**src/rtl/ready_counter.sv**
```systemverilog
// Programmable interval counter: one-cycle ready_o pulse every (interrupt_num_i + 1) enabled cycles.
// Optional macro READY_COUNTER_PULSE_CNT_EN adds a saturating 16-bit pulse counter output.
module ready_counter #(
   parameter int WIDTH_CNT = 5
) (
   input  logic                 clk,
   input  logic                 rst_n,
   input  logic                 en_i,
   input  logic [WIDTH_CNT-1:0] interrupt_num_i,
   output logic                 ready_o
`ifdef READY_COUNTER_PULSE_CNT_EN
   ,
   output logic [15:0]          pulse_cnt_o
`endif
);

   typedef enum logic {
      IDLE  = 1'b0,
      COUNT = 1'b1
   } state_t;

   localparam logic [WIDTH_CNT-1:0] CNT_ONE = WIDTH_CNT'(1);

   state_t               state_reg, state_next;
   logic [WIDTH_CNT-1:0] cnt_reg, cnt_next;
   logic [WIDTH_CNT-1:0] term_reg, term_next;
   logic                 ready_reg, ready_next;

   always_ff @(posedge clk) begin
      if (!rst_n) begin
         state_reg <= IDLE;
         cnt_reg   <= '0;
         term_reg  <= '0;
         ready_reg <= 1'b0;
      end else begin
         state_reg <= state_next;
         cnt_reg   <= cnt_next;
         term_reg  <= term_next;
         ready_reg <= ready_next;
      end
   end

   // The wrap is decided by the latched terminal, so cnt never runs past term.
   always_comb begin
      state_next = state_reg;
      cnt_next   = cnt_reg;
      term_next  = term_reg;
      ready_next = 1'b0;
      case (state_reg)
         IDLE: begin
            cnt_next = '0;
            if (en_i) begin
               term_next  = interrupt_num_i;
               state_next = COUNT;
            end
         end
         COUNT: begin
            if (en_i) begin
               if (cnt_reg == term_reg) begin
                  cnt_next   = '0;
                  ready_next = 1'b1;
                  term_next  = interrupt_num_i;
               end else begin
                  cnt_next = cnt_reg + CNT_ONE;
               end
            end
         end
         default: begin
            state_next = IDLE;
            cnt_next   = '0;
         end
      endcase
   end

   assign ready_o = ready_reg;

`ifdef READY_COUNTER_PULSE_CNT_EN
   logic [15:0] pulse_cnt_reg, pulse_cnt_next;

   // Saturates rather than wraps so software can detect overflow.
   always_comb begin
      pulse_cnt_next = pulse_cnt_reg;
      if (ready_next && (pulse_cnt_reg != 16'hFFFF)) begin
         pulse_cnt_next = pulse_cnt_reg + 16'd1;
      end
   end

   always_ff @(posedge clk) begin
      if (!rst_n) begin
         pulse_cnt_reg <= '0;
      end else begin
         pulse_cnt_reg <= pulse_cnt_next;
      end
   end

   assign pulse_cnt_o = pulse_cnt_reg;
`endif

endmodule

```
**config.mk**
```make
export PLATFORM = sky130hd
export DESIGN_NAME = ready_counter
export DESIGN_NICKNAME = d
export VERILOG_FILES = /design/src/rtl/ready_counter.sv
export SDC_FILE = /design/constraint.sdc
export NUM_CORES = 1
export LEC_CHECK = 0
export BUFFER_PORTS_ARGS = -buffer_cell sky130_fd_sc_hd__buf_2
export CAP_MARGIN = 30
export CORE_MARGIN = 8
export CORE_UTILIZATION = 39
export DETAILED_ROUTE_END_ITERATION = 8
export PLACE_DENSITY = 0.61
export RECOVER_POWER = 25
export REMOVE_ABC_BUFFERS = 1
export SETUP_SLACK_MARGIN = 0.05
export SLEW_MARGIN = 10
export SYNTH_ARGS = -nofsm -noshare
export SYNTH_HDL_FRONTEND = slang
export SYNTH_SLANG_ARGS = --single-unit
```
**constraint.sdc**
```tcl
create_clock -name clk -period 1.2 [get_ports clk]
set_input_delay 0.24 -clock clk [delete_from_list [all_inputs] [get_ports clk]]
set_output_delay 0.24 -clock clk [all_outputs]
set_load 0.1 [all_outputs]
```
Word level (Yosys, flattened, before mapping)
Index checks and enable logic that the tools add are counted.

Flip-flop bits (word level): 12. Bits in latches: 0. RAM bits: 0. ROM bits: 0. Input bits: 8. Output and inout port bits: 1. Word-level logic and storage cells: 22. Memories: 0.

Add/subtract/negate cells: 1. $mul: 0. Div/mod/pow operators: 0. Order comparisons: 0. Equality and inequality tests: 4. Shifts and indexed selects: 0. Multiplexer cells: 10. Bitwise operators: 1. Reduce and logical (&&, ||, !) cells: 2.

Operators with widths (count): 2-to-1 mux 5 bit (5); case mux 5 bit (2 select lines) (2); AND reduction 3 bit (2); adder 5 x 1 -> 5 bit, second input constant (1); equality test 5 bit (1); != test 2 bit, second input constant (2); 2-to-1 mux 1 bit (3); != test 2 x 1 -> 1 bit, second input constant (1); inverter 1 bit (1).

Depth between registers and ports, before layout
Gate-level depths: netlist of the first run.

Depth after elaboration: 4. Gate-level depth with buffers: 5. Depth with buffers taken out: 5.

Worst setup path before layout of the first run
No wires, ideal clock.

Path kind: register -> register. From: register cnt_reg[0]. To: register term_reg[0]. Library setup time: 0.072 ns. Arrival: 1.118 ns. Data required time: 1.128 ns. Setup slack: 0.010 ns. Cell stages (with the launch flop): 5. Path buffers: 0. Period minus slack after synthesis: 1.190 ns. Cell sequence: dfxtp_1 > xnor2_1 > nand3_2 > o22ai_4 > mux2i_1.

Word-level cells in the longest chain between the ends: 3.

RTL lines: start, declared (line 25) `logic [WIDTH_CNT-1:0] cnt_reg, cnt_next;`; start signal, assigned (line 37) `cnt_reg <= cnt_next;`; equality test 5 bit (line 59) `if (cnt_reg == term_reg) begin`; != test 2 x 1 -> 1 bit (no source line); AND reduction 3 bit (no source line); end signal, assigned (line 38) `term_reg <= term_next;`; end, declared (line 26) `logic [WIDTH_CNT-1:0] term_reg, term_next;`.

Every way passes these cells. A chain may end at the register's enable or synchronous reset.

Worst setup path after layout of the first run
From: register cnt_reg[0]. To: register term_reg[4].

The elaborated chain is that of the path after synthesis.

==> results of run 1 <==
==> kinds of logic (layout without fill, tap and decap cells) <==
kind of cell,count (synthesis),in the layout,synth area share (%)
DFF,12,12,41.9
and+or+nand+nor,23,23,17.0
xor gates and xnor gates,5,5,7.64
adders and majority gates,1,1,2.18
buffers and inverters,3,25,2.18
AOI/OAI and AO/OA,16,16,20.3
muxes,5,5,8.73
==> cell usage after synthesis <==
cell	number
nand3_2	1
nand3_1	3
a21oi_1	4
clkbuf_1	1
o22ai_4	1
xnor2_1	5
ha_1	1
nand2_1	15
a221oi_1	1
mux2i_1	5
nor3_1	1
buf_2	1
o211ai_1	4
dfxtp_1	12
o21bai_1	1
a31oi_1	2
o21a_1	1
o21ai_0	2
inv_1	1
nor2_1	3
==> cells in the final DEF, fill, tap and decap left out, types with 2 or more instances in the layout <==
cell,count
buf_2,7
buf_4,12
o211ai_1,4
a31oi_1,2
dfxtp_2,6
mux2i_1,5
nand3_1,2
dfxtp_1,5
clkbuf_4,3
nor2_1,2
a21oi_1,3
nand2_1,14
xnor2_2,5
==> routing by layer <==
metal  track usage, %  routed length, um
met4             3.28                 25
met2             18.1                759
met1             11.2                586
met3             6.52                104
met5                0                  0
==> worst min path at each step <==
stage	cells past startpoint	slack, ns	end	start
global placement	2	0.46	term_reg[3]$_SDFFE_PN0P_	term_reg[3]$_SDFFE_PN0P_
global route	3	0.19	term_reg[0]$_SDFFE_PN0P_	interrupt_num_i[0]
finish	3	0.20	term_reg[2]$_SDFFE_PN0P_	interrupt_num_i[2]
detailed placement	2	0.47	term_reg[4]$_SDFFE_PN0P_	term_reg[4]$_SDFFE_PN0P_
floorplan	1	0.33	cnt_reg[2]$_SDFFE_PN0P_	en_i
CTS	3	0.19	term_reg[4]$_SDFFE_PN0P_	interrupt_num_i[4]
==> through the flow <==
stage,instances,setup TNS (ns)
3_3_place_gp,95,-0.328
4_1_cts,102,-0.0532
3_5_place_dp,95,-0.705
2_1_floorplan,63,0
5_1_grt,103,-0.770
6_report,103,-0.172
==> tightest hold or removal path: stages <==
cell and delay, ns:
buf_2 0.10, nand2_1 0.04, mux2i_1 0.05
==> final cells by class <==
cell class,instances,area (um2)
clock buffers,4,36.3
repair buffers,20,145
fillers,137,582
inverters,1,3.75
flip-flops and latches,12,251
multi-input cells,50,398
well taps,16,20.0
==> power breakdown <==
group | internal (mW) | total, mW | switching (mW)
Clock | 0.184 | 0.325 | 0.141
Sequential | 0.421 | 0.448 | 0.0269
Combinational | 0.136 | 0.269 | 0.132
Total | 0.742 | 1.04 | 0.300
==> what timing repair did <==
action	CTS	global route
buffers inserted	3	1
cloned	0	0
pin swaps	7	1
setup endpoints to repair	11	11
resized for setup	17	6
==> results.sh, run 1 <==
export IMPL_status="complete, but fails checks"
export IMPL_violations="negative setup slack"
export IMPL_pre_cts_ws_ns=-0.104
export IMPL_htree_levels=1
export IMPL_clkTransAtPathRegs_ns=0.08
export IMPL_max_freq_mhz=811
export IMPL_syn_instance_count=65
export IMPL_hold_viol_final=0
export IMPL_synth_cell_types=20
export IMPL_period_needed_ns=1.23
export IMPL_endpoint="term_reg[4]$_SDFFE_PN0P_"
export IMPL_critPathLaunch="cnt_reg[0]$_SDFFE_PN0P_"
export IMPL_insertedDiodeCount=0
export IMPL_cp_data_required_time_ns=1.40
export IMPL_grt_max_degree=12
export IMPL_r2r_end="term_reg[4]$_SDFFE_PN0P_"
export IMPL_whs_ns=0.204
export IMPL_skew_ns=0.00742
export IMPL_ys_seq_area_share_pct=41.9
export IMPL_rsz0062_at_grt="yes"
export IMPL_hp_class="input port to register"
export IMPL_r2r_cells=4
export IMPL_timing_rr_start="cnt_reg[0]$_SDFFE_PN0P_"
export IMPL_worstSetupPathType="register to register"
export IMPL_fin_area_um2=855
export IMPL_grt_pass1_wl_um=2320
export IMPL_cp_slowest_cell="dfxtp_4"
export IMPL_viasPerCell=5.34
export IMPL_worst_setup_path_start_kind="register"
export IMPL_max_stage_delay_ns=0.37
export IMPL_final_util_pct=59.5
export IMPL_vias=550
export IMPL_slew_headroom_pct=81.3
export IMPL_synth_area_top_cells="dfxtp_1 (42%), nand2_1 (9.8%), mux2i_1 (8.7%), xnor2_1 (7.6%), o211ai_1 (5.2%)"
export IMPL_drive_gt1_share_pct=51.7
export IMPL_initial_core_util_pct=39.9
export IMPL_end_kind="register"
export IMPL_die_w_um=54.3
export IMPL_hpwl_um=922
export IMPL_power_density_mw_per_mm2=1220
export IMPL_wl_per_cell_um=14.3
export IMPL_crit_buf_inv=0
export IMPL_numPortBuffers=8
export IMPL_min_period_over_period_pct=103
export IMPL_cap_violations=0
export IMPL_cts_buffer_depth=2
export IMPL_nets=97
export IMPL_totalWireLength_um=1480
export IMPL_total_power_mw=1.04
export IMPL_cp_num_cells=4
export IMPL_crit_fanout=6
export IMPL_cp_top_family="flip-flops"
export IMPL_cts_buffers=3
export IMPL_grt_pass1_vias=524
export IMPL_synth_top_area_cell="dfxtp_1"
export IMPL_ys_ff_latch=12
export IMPL_leakagePower_nw=0.357
export IMPL_yosysWarningCount=0
export IMPL_cts_hold_buf=0
export IMPL_r2r_slack_ns=-0.03
export IMPL_slew_violations=0
export IMPL_ios=9
export IMPL_first_pass_iters=6
export IMPL_synth_area_um2=573
export IMPL_peakVddDrop_uv=1060
export IMPL_core_area_mm2=0.00144
export IMPL_drc=0
export IMPL_syn_avg_cell_area_um2=8.82
export IMPL_place_gp_congestion=0.748
export IMPL_fin_ws_ns=-0.0332
export IMPL_setup_viol=6
export IMPL_track_usage_pct=10.9
export IMPL_clk_latency_ns=0.27
export IMPL_gr_total_overflow=0
export IMPL_worstPathArrival_ns=1.43
export IMPL_clock_sinks=12
export IMPL_cts_tree="done"
export IMPL_tightest_slew_ns=0.281
export IMPL_rows=14
export IMPL_yosysTopAreaCellShare_pct=41.9
export IMPL_post_dp_cell_area_um2=699
export IMPL_die_h_um=54.3
export IMPL_antenna_found_initial=0
export IMPL_ant_nets=0
export IMPL_dr_first_iter_drc_count=9
export IMPL_cts_root_buf="clkbuf_4"
export IMPL_crit_chain="xnor2_2 > nand3_4 > o22ai_4 > mux2i_1"
export IMPL_area_growth_pct=49.1
export IMPL_die_area_mm2=0.00295
No activity file was read; power rests on OpenSTA's default activity.
==> run 2: changes to the inputs <==
--- a/config.mk
+++ b/config.mk
@@ -5,15 +5,16 @@
 export SDC_FILE = /design/constraint.sdc
 export NUM_CORES = 1
 export LEC_CHECK = 0
+export ABC_AREA = 1
 export BUFFER_PORTS_ARGS = -buffer_cell sky130_fd_sc_hd__buf_2
 export CAP_MARGIN = 30
 export CORE_MARGIN = 8
 export CORE_UTILIZATION = 39
 export DETAILED_ROUTE_END_ITERATION = 8
-export PLACE_DENSITY = 0.61
+export PLACE_DENSITY = 0.6
 export RECOVER_POWER = 25
-export REMOVE_ABC_BUFFERS = 1
 export SETUP_SLACK_MARGIN = 0.05
+export SKIP_LAST_GASP = 1
 export SLEW_MARGIN = 10
 export SYNTH_ARGS = -nofsm -noshare
 export SYNTH_HDL_FRONTEND = slang
==> results.sh, run 2 <==
export IMPL_leakagePower_nw=0.417
export IMPL_gr_total_overflow=0
export IMPL_timing_rr_start="cnt_reg[3]$_SDFFE_PN0P_"
export IMPL_cts_buffer_depth=2
export IMPL_track_usage_pct=8.93
export IMPL_worstPathArrival_ns=1.36
export IMPL_synth_area_top_cells="dfxtp_1 (39%), nand2_1 (12%), inv_1 (8.6%), nor2_1 (7.4%), a21oi_1 (5.7%)"
export IMPL_numPortBuffers=8
export IMPL_first_pass_iters=4
export IMPL_ys_ff_latch=12
export IMPL_min_period_over_period_pct=99.8
export IMPL_pre_cts_ws_ns=-0.0671
export IMPL_clk_latency_ns=0.27
export IMPL_crit_buf_inv=2
export IMPL_post_dp_cell_area_um2=713
export IMPL_ios=9
export IMPL_worstSetupPathType="register to register"
export IMPL_fin_area_um2=882
export IMPL_syn_instance_count=89
export IMPL_r2r_end="cnt_reg[4]$_SDFFE_PN0P_"
export IMPL_insertedDiodeCount=0
export IMPL_drc=0
export IMPL_hp_class="input port to register"
export IMPL_cp_top_family="simple AND/OR/NAND/NOR gates"
export IMPL_clock_sinks=12
export IMPL_rows=14
export IMPL_vias=605
export IMPL_crit_chain="inv_2 > nand2_2 > nand2_2 > nor2_4 > buf_4 > nand4_1 > nand3_2 > nor2_1"
export IMPL_yosysMostFrequentCell="nand2_1"
export IMPL_status="finished clean"
export IMPL_grt_max_degree=14
export IMPL_cts_buffers=3
export IMPL_synth_cell_types=18
export IMPL_grt_pass1_wl_um=2370
export IMPL_peakVddDrop_uv=688
export IMPL_synth_top_flop_cell="dfxtp_1"
export IMPL_tightest_slew_ns=0.227
export IMPL_slew_headroom_pct=84.8
export IMPL_synth_commonest_cells="nand2_1 (19), inv_1 (14), dfxtp_1 (12), nor2_1 (12)"
export IMPL_r2r_cells=8
export IMPL_setup_viol=0
export IMPL_drive_gt1_share_pct=46.8
export IMPL_max_freq_mhz=835
export IMPL_crit_fanout=3
export IMPL_ys_async_sr_fraction_pct=0
export IMPL_rsz0062_at_grt="yes"
export IMPL_cts_hold_buf=0
export IMPL_cp_common_cell="nand2_2"
export IMPL_antenna_found_initial=0
export IMPL_synth_edf_count=0
export IMPL_skew_ns=0.00526
export IMPL_slew_violations=0
export IMPL_nets=122
export IMPL_clkTransAtPathRegs_ns=0.08
export IMPL_wl_per_cell_um=11.2
export IMPL_die_h_um=55.6
export IMPL_dr_first_iter_drc_count=10
export IMPL_worstHoldPathCells=5
export IMPL_fin_ws_ns=0.00192
export IMPL_place_gp_congestion=0.813
export IMPL_hold_viol_final=0
export IMPL_yosysWarningCount=0
export IMPL_die_area_mm2=0.00309
export IMPL_end_kind="register"
export IMPL_syn_avg_cell_area_um2=6.87
export IMPL_ys_seq_area_share_pct=39.3
export IMPL_viasPerCell=4.76
export IMPL_hp_start="interrupt_num_i[3]"
export IMPL_most_common_layout_cells="nand2_1 (15), inv_1 (13), buf_4 (12), nor2_1 (10)"
export IMPL_mostFrequentLayoutCell="nand2_1"
export IMPL_htree_levels=1
export IMPL_min_to="term_reg[3]$_SDFFE_PN0P_"
export IMPL_initial_core_util_pct=41.1
export IMPL_period_needed_ns=1.20
export IMPL_max_stage_delay_ns=0.37
export IMPL_synth_fp_nets=98
export IMPL_grt_pass1_vias=575
export IMPL_power_density_mw_per_mm2=1100
export IMPL_cap_violations=0
export IMPL_cp_slowest_cell="dfxtp_4"
export IMPL_hpwl_um=936
export IMPL_r2r_slack_ns=0.002
export IMPL_cts_root_buf="clkbuf_4"
export IMPL_die_w_um=55.6
export IMPL_core_area_mm2=0.00149
export IMPL_totalWireLength_um=1420
export IMPL_area_growth_pct=44.2
export IMPL_whs_ns=0.261
export IMPL_ant_nets=0
export IMPL_yosysTopAreaCellShare_pct=39.3
export IMPL_worst_setup_path_start_kind="register"
export IMPL_cts_tree="done"
export IMPL_synth_top_area_cell="dfxtp_1"
export IMPL_synth_area_um2=612
export IMPL_cp_data_required_time_ns=1.36
run 2: cell types whose count changed in the layout (fill, tap and decap cells not counted), sizes merged, moves of 2 or more:
cell,previous run,this run
a21oi,4,7
a31oi,2,0
inv,1,16
mux2i,5,0
nand2,15,21
nand3,4,8
nand4,0,3
nor2,3,13
o211ai,4,0
xnor2,5,2
xor2,0,2
run 2: cell type report:
class | count | area, um2
inverters | 16 | 60.1
multi-input cells | 60 | 382
well taps | 16 | 20.0
flip-flops and latches | 12 | 253
fillers | 134 | 607
clock buffers | 3 | 22.5
repair buffers | 20 | 145
run 2: worst max-delay path by stage:
stage | startpoint | end | depth (start not counted)
3_5_place_dp | cnt_reg[1]$_SDFFE_PN0P_ | term_reg[4]$_SDFFE_PN0P_ | 9
3_3_place_gp | cnt_reg[1]$_SDFFE_PN0P_ | term_reg[1]$_SDFFE_PN0P_ | 9
2_1_floorplan | ready_o$_SDFF_PN0_ | ready_o | 0
6_report | cnt_reg[3]$_SDFFE_PN0P_ | cnt_reg[4]$_SDFFE_PN0P_ | 8
4_1_cts | cnt_reg[1]$_SDFFE_PN0P_ | term_reg[4]$_SDFFE_PN0P_ | 9
5_1_grt | cnt_reg[3]$_SDFFE_PN0P_ | cnt_reg[4]$_SDFFE_PN0P_ | 8
run 2: through the flow:
stage          utilization (%)  power (mW)  TNS (ns)  std cells
2_1_floorplan                -       0.581         0         89
3_3_place_gp              47.9       0.627    -0.130        116
3_5_place_dp              47.9       0.630    -0.288        116
4_1_cts                   54.9       0.923         0        124
5_1_grt                   59.2        1.02    -0.551        127
6_report                  59.2       0.968         0        127
run 2: routing by layer:
layer	vias to the layer above	routed length [um]	track usage (%)
li1	322	-	-
met1	267	709	11.3
met2	14	662	13.8
met3	2	38	2.05
met4	0	13	4.23
met5	-	0	0
run 2: cell families (layout without fill, tap and decap cells):
family	Yosys count	after routing	synth area share, %
XOR/XNOR	4	4	5.73
buffers and inverters	18	39	11.7
adder cells (fa/ha/maj)	1	1	2.04
AND/OR/NAND/NOR	45	46	33.9
AO/OA/AOI/OAI	9	9	7.36
flip-flops	12	12	39.3
run 2: tightest hold or removal path, cell delays in order:
cell and delay (ns):
buf_2 0.07, inv_1 0.03, nand3_2 0.05, nand2_1 0.04
nor2_1 0.06
run 2: repair_timing:
action,CTS,global route
endpoints found under the setup margin,8,10
cloned,1,0
endpoints found under the hold margin,0,0
gates resized for setup,15,12
pin swaps,6,8
setup buffers,4,3
run 2: where the power goes:
part	switching (mW)	internal (mW)
sequential	0.0227	0.426
clock	0.130	0.116
combinational	0.153	0.121
==> run 3: changes to the inputs <==
--- a/config.mk
+++ b/config.mk
@@ -8,12 +8,15 @@
 export ABC_AREA = 1
 export BUFFER_PORTS_ARGS = -buffer_cell sky130_fd_sc_hd__buf_2
 export CAP_MARGIN = 30
+export CELL_PAD_IN_SITES_DETAIL_PLACEMENT = 1
+export CELL_PAD_IN_SITES_GLOBAL_PLACEMENT = 1
 export CORE_MARGIN = 8
-export CORE_UTILIZATION = 39
+export CORE_UTILIZATION = 33
 export DETAILED_ROUTE_END_ITERATION = 8
-export PLACE_DENSITY = 0.6
+export PLACE_DENSITY = 0.69
 export RECOVER_POWER = 25
 export SETUP_SLACK_MARGIN = 0.05
+export SKIP_CTS_REPAIR_TIMING = 1
 export SKIP_LAST_GASP = 1
 export SLEW_MARGIN = 10
 export SYNTH_ARGS = -nofsm -noshare
==> results.sh, run 3 (same netlist as run 2, synthesis figures left out) <==
export IMPL_rows=15
export IMPL_cts_buffer_depth=2
export IMPL_skew_ns=0.00445
export IMPL_critPathLaunch="term_reg[4]$_SDFFE_PN0P_"
export IMPL_cts_buffers=3
export IMPL_period_needed_ns=1.25
export IMPL_area_growth_pct=38.2
export IMPL_wl_per_cell_um=12.2
export IMPL_worstPathArrival_ns=1.42
export IMPL_totalWireLength_um=1600
export IMPL_worstSetupPathType="register to register"
export IMPL_numPortBuffers=8
export IMPL_violations="negative setup slack"
export IMPL_cts_root_buf="clkbuf_4"
export IMPL_power_density_mw_per_mm2=1120
export IMPL_ant_nets=0
export IMPL_whs_ns=0.254
export IMPL_end_kind="register"
export IMPL_grtUsageMet1_pct=10.7
export IMPL_first_pass_iters=4
export IMPL_worst_setup_path_start_kind="register"
export IMPL_core_area_mm2=0.00175
export IMPL_track_usage_pct=9.22
export IMPL_r2r_slack_ns=-0.05
export IMPL_clock_sinks=12
export IMPL_hpwl_um=1130
export IMPL_worstHoldPathCells=3
export IMPL_grt_pass1_vias=580
export IMPL_htree_levels=1
export IMPL_fin_ws_ns=-0.0540
export IMPL_rsz0062_at_grt="yes"
export IMPL_endpoint="cnt_reg[0]$_SDFFE_PN0P_"
export IMPL_drive_gt1_share_pct=37.4
export IMPL_crit_chain="xnor2_1 > nand3_4 > buf_4 > nand3_1 > a21oi_1"
export IMPL_place_gp_congestion=0.674
export IMPL_use_met3_pct=2.60
export IMPL_cap_violations=0
export IMPL_insertedDiodeCount=0
export IMPL_initial_core_util_pct=35.1
export IMPL_viasPerCell=4.77
export IMPL_slew_violations=0
export IMPL_dr_first_iter_drc_count=2
export IMPL_vias=630
export IMPL_max_stage_delay_ns=0.37
export IMPL_min_period_over_period_pct=105
export IMPL_nets=118
export IMPL_cp_slowest_cell="xnor2_1"
export IMPL_hp_class="input port to register"
export IMPL_peakVddDrop_uv=792
export IMPL_tightest_slew_ns=0.411
export IMPL_max_freq_mhz=797
export IMPL_fillerInstances=228
export IMPL_grt_max_degree=14
export IMPL_crit_fanout=3
export IMPL_clkTransAtPathRegs_ns=0.08
export IMPL_cp_data_required_time_ns=1.37
export IMPL_r2r_end="cnt_reg[0]$_SDFFE_PN0P_"
export IMPL_hold_viol_final=0
export IMPL_die_w_um=59.1
export IMPL_setup_viol=7
export IMPL_mostFrequentLayoutCell="nand2_1"
export IMPL_clk_latency_ns=0.27
export IMPL_cts_tree="done"
export IMPL_slew_headroom_pct=72.4
export IMPL_status="complete, but fails checks"
export IMPL_drc=0
export IMPL_gr_total_overflow=0
export IMPL_die_area_mm2=0.00349
export IMPL_grt_use_met2_pct=14.3
export IMPL_antenna_found_initial=0
export IMPL_die_h_um=59.1
export IMPL_placed_cells=126
export IMPL_gr_max_usage_layer="met2"
export IMPL_most_common_layout_cells="nand2_1 (18), inv_1 (13), nor2_1 (11)"
export IMPL_grt_pass1_wl_um=2460
export IMPL_leakagePower_nw=0.393
export IMPL_layout_cells_non_filler=132
export IMPL_r2r_cells=5
export IMPL_ios=9
export IMPL_timing_rr_start="term_reg[4]$_SDFFE_PN0P_"
run 3: cell count changes in the layout (fill, tap and decap cells not counted), moves of 3 or more:
cell     delta
buf_4       -5
nand2_1     +3
nand2_2     -4
nand3_1     +3
nand3_2     -3
run 3: how the worst min path moves through the flow:
stage / startpoint / endpoint
global placement: term_reg[0]$_SDFFE_PN0P_ / term_reg[0]$_SDFFE_PN0P_
global route: rst_n / term_reg[2]$_SDFFE_PN0P_
detailed placement: term_reg[1]$_SDFFE_PN0P_ / term_reg[1]$_SDFFE_PN0P_
floorplan: en_i / state_reg$_SDFF_PN0_
finish: en_i / state_reg$_SDFF_PN0_
CTS: en_i / state_reg$_SDFF_PN0_
run 3: metal layers:
metal	up-vias	wire (um)
met5	-	0
met4	0	41
met3	4	69
met2	13	773
met1	298	719
li1	315	-
run 3: critical path: cells and delay by family, from the launching register on:
family / cells / cell delay (ns)
AO/OA/AOI/OAI: 1 / 0.06
XOR/XNOR: 1 / 0.37
buffers and inverters: 1 / 0.17
flip-flops: 1 / 0.33
AND/OR/NAND/NOR: 2 / 0.22
run 3: stage by stage:
stage | utilization [%] | TNS (ns) | power (mW) | area, um2 | setup WS [ns]
after detailed placement | 41.9 | -0.341 | 0.647 | 732 | -0.0684
after floorplan | - | 0 | 0.581 | 612 | 0.0510
after CTS | 43.2 | -0.473 | 0.896 | 754 | -0.0853
final | 48.5 | -0.262 | 0.945 | 846 | -0.0540
after global placement | 41.9 | -0.0979 | 0.640 | 732 | -0.0254
after global routing | 48.5 | -1.32 | 1.00 | 846 | -0.163
run 3: layout make-up:
| cell class | instances | area, um2 | area share (%) |
|---|---|---|---|
| clock buffer | 3 | 22.5 | 2.66 |
| tap | 25 | 31.3 | 3.70 |
| inverter | 16 | 60.1 | 7.10 |
| sequential | 12 | 251 | 29.7 |
| multi-input combinational | 60 | 362 | 42.8 |
| timing repair buffer | 16 | 119 | 14.1 |
run 3: where the power goes:
group | switching, mW | internal (mW) | total, mW | leakage [nW]
Combinational | 0.145 | 0.0962 | 0.241 | 0.277
Clock | 0.136 | 0.116 | 0.253 | 0.0138
Sequential | 0.0247 | 0.427 | 0.451 | 0.102
